**src/rtl/mean_stream.sv**
```systemverilog
// mean_stream: streaming mean of a frame of 2^LOG2_N samples.
//
// Samples arrive LANES per beat over a valid/ready bus. The per-beat lane
// sum is registered and then added into a wide accumulator, so the adder
// tree and the accumulator adder sit in different pipeline stages. The frame
// always ends on the BEATS-th accepted beat. A misplaced or missing in_last
// does not shorten the frame; it only raises out_err for that frame.
//
// Ports:
//   clk       - single clock, rising edge
//   rst       - synchronous active-low reset
//   in_valid  - input beat valid
//   in_ready  - block accepts a beat this cycle
//   in_data   - LANES samples, lane k at [k*WID +: WID], lane 0 earliest
//   in_last   - source marks the final beat of a frame
//   out_valid - frame result available
//   out_ready - consumer accepts the result
//   out_mean  - frame mean (rounded half up or floored, per ROUND)
//   out_err   - framing error seen during the presented frame
module mean_stream #(
    parameter int WID    = 16,
    parameter int LOG2_N = 7,
    parameter int LANES  = 4,
    parameter int SIGNED = 0,
    parameter int ROUND  = 1
) (
    input  logic                 clk,
    input  logic                 rst,
    input  logic                 in_valid,
    output logic                 in_ready,
    input  logic [LANES*WID-1:0] in_data,
    input  logic                 in_last,
    output logic                 out_valid,
    input  logic                 out_ready,
    output logic [WID-1:0]       out_mean,
    output logic                 out_err
);

    localparam int N     = 1 << LOG2_N;
    localparam int BEATS = N / LANES;
    // The accumulator holds N full-scale samples without overflow. The
    // rounding constant is also absorbed: the largest sum is 2^AW - N.
    localparam int AW    = WID + LOG2_N;
    localparam int CW    = (BEATS > 1) ? $clog2(BEATS) : 1;
    // Half an LSB of the result, i.e. 2^(LOG2_N-1). It is zero when LOG2_N == 0.
    localparam logic [AW-1:0] RND = (ROUND != 0) ? ((AW'(1) << LOG2_N) >> 1) : '0;

    typedef enum logic [1:0] {
        ACC   = 2'd0,
        FLUSH = 2'd1,
        OUT   = 2'd2
    } state_t;

    state_t          state_q,     state_d;
    logic            in_ready_q,  in_ready_d;
    logic [CW-1:0]   cnt_q,       cnt_d;
    logic            err_q,       err_d;
    logic [AW-1:0]   acc_q,       acc_d;
    logic [AW-1:0]   lane_sum_q,  lane_sum_d;
    logic            lane_vld_q,  lane_vld_d;
    logic            out_valid_q, out_valid_d;
    logic [WID-1:0]  out_mean_q,  out_mean_d;
    logic            out_err_q,   out_err_d;

    logic            accept;
    logic            last_beat;
    logic [AW-1:0]   rnd_sum;
    logic [WID-1:0]  mean;

    // Widen one sample to accumulator width, honouring signedness.
    function automatic logic [AW-1:0] widen(input logic [WID-1:0] x);
        if (SIGNED != 0) return AW'($signed(x));
        else             return AW'(x);
    endfunction

    assign accept    = in_valid & in_ready_q;
    assign last_beat = (cnt_q == CW'(BEATS - 1));

    // Low WID bits of the rounded, shifted accumulator.
    always_comb begin
        rnd_sum = acc_q + RND;
        if (SIGNED != 0) mean = WID'($signed(rnd_sum) >>> LOG2_N);
        else             mean = WID'(rnd_sum >> LOG2_N);
    end

    always_comb begin
        // NOTE: every _d gets a default before any branch. A path that does
        // not assign a combinational signal would otherwise infer a latch.
        state_d     = state_q;
        in_ready_d  = in_ready_q;
        cnt_d       = cnt_q;
        err_d       = err_q;
        acc_d       = acc_q;
        out_valid_d = out_valid_q;
        out_mean_d  = out_mean_q;
        out_err_d   = out_err_q;

        // Stage 1: adder tree over the lanes of the beat being accepted.
        lane_sum_d = '0;
        for (int k = 0; k < LANES; k++) begin
            lane_sum_d = lane_sum_d + widen(in_data[k*WID +: WID]);
        end
        lane_vld_d = accept;

        // Stage 2: fold the previous beat's lane sum into the accumulator.
        if (lane_vld_q) acc_d = acc_q + lane_sum_q;

        unique case (state_q)
            ACC: begin
                if (accept) begin
                    cnt_d = cnt_q + CW'(1);
                    // in_last must coincide exactly with the final beat.
                    err_d = err_q | (in_last != last_beat);
                    if (last_beat) begin
                        state_d    = FLUSH;
                        in_ready_d = 1'b0;
                        cnt_d      = '0;
                    end
                end
            end
            FLUSH: begin
                // The final lane sum lands in the accumulator this cycle.
                state_d = OUT;
            end
            OUT: begin
                if (!out_valid_q) begin
                    // First OUT cycle: the accumulator is complete, so
                    // capture the result. It is then held through backpressure.
                    out_valid_d = 1'b1;
                    out_mean_d  = mean;
                    out_err_d   = err_q;
                end else if (out_ready) begin
                    out_valid_d = 1'b0;
                    state_d     = ACC;
                    in_ready_d  = 1'b1;
                    acc_d       = '0;
                    cnt_d       = '0;
                    err_d       = 1'b0;
                end
            end
            default: begin
                state_d    = ACC;
                in_ready_d = 1'b1;
            end
        endcase
    end

    // in_ready is registered. During reset it is low, and it rises one edge
    // after rst is released.
    always_ff @(posedge clk) begin
        // NOTE: state registers use non-blocking assignments. Every flop then
        // samples its _d value from before the edge, whatever the block order.
        if (!rst) begin
            state_q     <= ACC;
            in_ready_q  <= 1'b0;
            cnt_q       <= '0;
            err_q       <= 1'b0;
            acc_q       <= '0;
            lane_sum_q  <= '0;
            lane_vld_q  <= 1'b0;
            out_valid_q <= 1'b0;
            out_mean_q  <= '0;
            out_err_q   <= 1'b0;
        end else begin
            state_q     <= state_d;
            in_ready_q  <= state_d == ACC;
            cnt_q       <= cnt_d;
            err_q       <= err_d;
            acc_q       <= acc_d;
            lane_sum_q  <= lane_sum_d;
            lane_vld_q  <= lane_vld_d;
            out_valid_q <= out_valid_d;
            out_mean_q  <= out_mean_d;
            out_err_q   <= out_err_d;
        end
    end

    assign in_ready  = in_ready_q;
    assign out_valid = out_valid_q;
    assign out_mean  = out_mean_q;
    assign out_err   = out_err_q;

endmodule
```
**config.mk**
```make
export PLATFORM = sky130hd
export DESIGN_NAME = mean_stream
export DESIGN_NICKNAME = d
export VERILOG_FILES = /design/src/rtl/mean_stream.sv
export SDC_FILE = /design/constraint.sdc
export NUM_CORES = 1
export LEC_CHECK = 0
export ABC_CLOCK_PERIOD_IN_PS = 4700
export CORE_AREA = 2 2 110 112
export CTS_CLUSTER_DIAMETER = 200
export DETAILED_ROUTE_END_ITERATION = 12
export DIE_AREA = 0 0 112 114
export GPL_TIMING_DRIVEN = 0
export HOLD_SLACK_MARGIN = 0.06
export PLACE_DENSITY = 0.74
export SLEW_MARGIN = 20
export SYNTH_ARGS = -nofsm -noshare
export SYNTH_HDL_FRONTEND = slang
export SYNTH_SLANG_ARGS = --single-unit
```
**constraint.sdc**
```tcl
create_clock -name clk -period 4.7 [get_ports clk]
set_clock_uncertainty 0.1 [all_clocks]
set_input_delay 0.94 -clock clk [delete_from_list [all_inputs] [get_ports clk]]
set_output_delay 0.94 -clock clk [all_outputs]
set_load 0.03 [all_outputs]
```
==> results.toml <==
[outcome]
run_status = "complete, no violations"

[detailed_routing]
first_pass_iters = 6
final_routed_wirelength_across_all_metal_layers_mm = 10.9
drcViolationCount = 0
detail_route.vias_per_cell = 5.18
wl_per_cell_um = 12.8
initialDrtViolationCount = 255
route.vias.total = 4373
ant_nets = 0

[clock_tree]
cts.path.max_buffers = 2
clk-insertion-delay-late_ns = 0.33
cts_made_buffers = 9
clk_pin_slew_ns = 0.06
cts_root_buffer = "clkbuf_16"
cts_hold_buf = 0
cts.htree.levels = 3
cts_post_setup_buffers_inserted = 0
cts_tree = "yes"
post_cts_repair_resize_count = 0
numClockSinks = 69

[logic_synthesis]
count_of_flip_flops_with_a_built_in_enable_after_synthesis = 0
yosys.area.top_type = "dfxtp_1"
ys_top_cells_by_area = "dfxtp_1 27%, fa_1 13%, ha_1 9.4%"
top_area_cell_type_share_of_the_netlist_area = 0.273
mapped_nets = 735
synth_top_flop_cell = "dfxtp_1"
synthesis.yosys.warnings = 0
ys_seq_area_frac = 0.273
asyncSetResetFlopFracSynth = 0
post_synth_instance_area_um2 = 5070
post_synth_num_cell_types = 54
post_synth_inst_count = 595
syn_area_per_cell_um2 = 8.52
ys_seq_elements = 69

[finish]
flow.area_growth_from_synthesis_pct = 27.0
final_core_utilization = 0.549
filler_cell_count = 1065
drive_above_1_share = 0.0487
fin_nets = 833
stdcell_area_um2 = 6430
layout_commonest_cell = "clkdlybuf4s50_1"
diodes = 0
mostFrequentLayoutCells = "87 x clkdlybuf4s50_1, 86 x inv_1, 69 x dfxtp_1"

[placement]
post_dp_cell_area_um2 = 6120
port_buffers = 87
finalWeightedCongestion = 0.894
dp_hpwl_mm = 8.90

[worst_setup_path]
cp-start-kind = "input pin"
critical_path.endpoint_type = "flop"
worstPathRequired_ns = 4.81
critPathMaxFanout = 4
cp_data_arrival_time_ns = 4.44
timing.setup.critical_path_class = "in2reg"

[power_and_ir_drop]
leakagePower_nw = 2.77
worst_vdd_rail_ir_drop_mv = 0.189
total_power_mw = 2.29
power_density_nw_per_um2 = 356

[floorplan]
floorplan.initialDensity = 0.433
dieArea_um2 = 12800
coreArea_um2 = 11700
fp-row-count = 40
die-width_um = 112
dieHeight_um = 114
io-pin-count = 88

[worst_hold_path]
worst_hold_path_type = "reg2reg"

[global_route]
pin_count_of_the_biggest_net_entering_global_routing = 13
grt_pass1_wl_mm = 18.7
grt_overflow_total = 0
groute.usage.overall = 0.176
grt_antenna_before_repair = 0
first_global_vias = 4332

[timing]
hold_viol = 0
max_freq_mhz = 231
final_max_slew_viols = 0
fin_crit_sh = 0.921
setup_viol_count_final = 0
max_slew.worst_pin.slew_ns = 0.703
fin_setup_tns_ns = 0
rsz0062_at_grt = "false"
slew_headroom = 0.528
minimum_clock_period_after_layout_ns = 4.33

[run]
max-cap-violations = 0
-- registers in the layout, summed over array words and instances, names as in the netlist, 2 cells and up --
register	cells
cnt_q	5
acc_q	23
out_mean	16
state_q	2
lane_sum_q	18
-- metrics by stage --
step           setup slack, ns  hold WS [ns]  cells
2_1_floorplan            0.737         0.340    595
3_3_place_gp            0.0974         0.352    829
3_5_place_dp            0.0276         0.357    829
4_1_cts                  0.356         0.367    845
5_1_grt                  0.216         0.397    845
6_report                 0.370         0.360    845
-- synthesized netlist by cell type (9+ instances only) --
cell	instances
ha_1	38
xor2_1	22
nor2_1	66
inv_1	86
a21oi_1	33
a211oi_1	18
fa_1	33
xnor2_1	20
nand2_1	35
and3_1	11
o21ai_1	15
o21ai_0	15
and2_1	9
dfxtp_1	69
mux2i_1	11
nand3_1	18
clkbuf_1	9
-- cell families (layout without fill, tap and decap cells) --
family,after synthesis,in the layout,share of synthesized area
adder cells (fa/ha/maj),71,71,0.224
buffers and inverters,101,204,0.0760
multiplexers,11,11,0.0217
AO/OA/AOI/OAI,131,131,0.173
AND/OR/NAND/NOR,170,170,0.160
flip-flops,69,69,0.273
XOR/XNOR,42,42,0.0726
-- metal layers --
layer / routed length (um) / up-vias / part of all wire / global-route usage
met5: 0 / - / 0 / 0
met4: 210 / 0 / 0.019 / 0.0699
met3: 515 / 16 / 0.047 / 0.0329
met2: 5440 / 121 / 0.50 / 0.326
met1: 4690 / 2035 / 0.43 / 0.202
li1: - / 2201 / - / -
-- worst max-delay path, cell delays in order --
cell and delay [ns]:
clkdlybuf4s50_1 0.46, inv_1 0.05, fa_1 0.52, inv_1 0.05, fa_1 0.45, ha_1 0.27, fa_1 0.45, a211oi_2 0.21
o21ai_1 0.12, o31a_1 0.34, a311oi_2 0.34, xor2_1 0.18, nor2_1 0.05
-- path summary, 6_finish.rpt --
check	start	to	slack (ns)	depth (start not counted)
max	in_data[1]	lane_sum_q[13]	0.37	13
min reg2reg	in_ready	lane_vld_q	0.36	2
max reg2reg	acc_q[0]	acc_q[16]	2.30	8
min	in_ready	lane_vld_q	0.36	2
-- power breakdown --
group / switching, mW / total [mW] / internal (mW)
registers: 0.0390 / 0.702 / 0.663
logic: 0.489 / 0.893 / 0.404
clock network: 0.253 / 0.693 / 0.439
total: 0.782 / 2.29 / 1.51
-- final cells by class --
class	instances	area (um^2)	area share
Timing Repair Buffer	87	871	0.135
Tap cell	147	184	0.0286
Sequential cell	69	1380	0.215
Inverter	87	327	0.0508
Multi-Input combinational cell	425	3300	0.513
Clock buffer	11	253	0.0393
Clock inverter	5	58.8	0.00914
Buffer	14	58.8	0.00914
(Power assumes the default switching activity.)
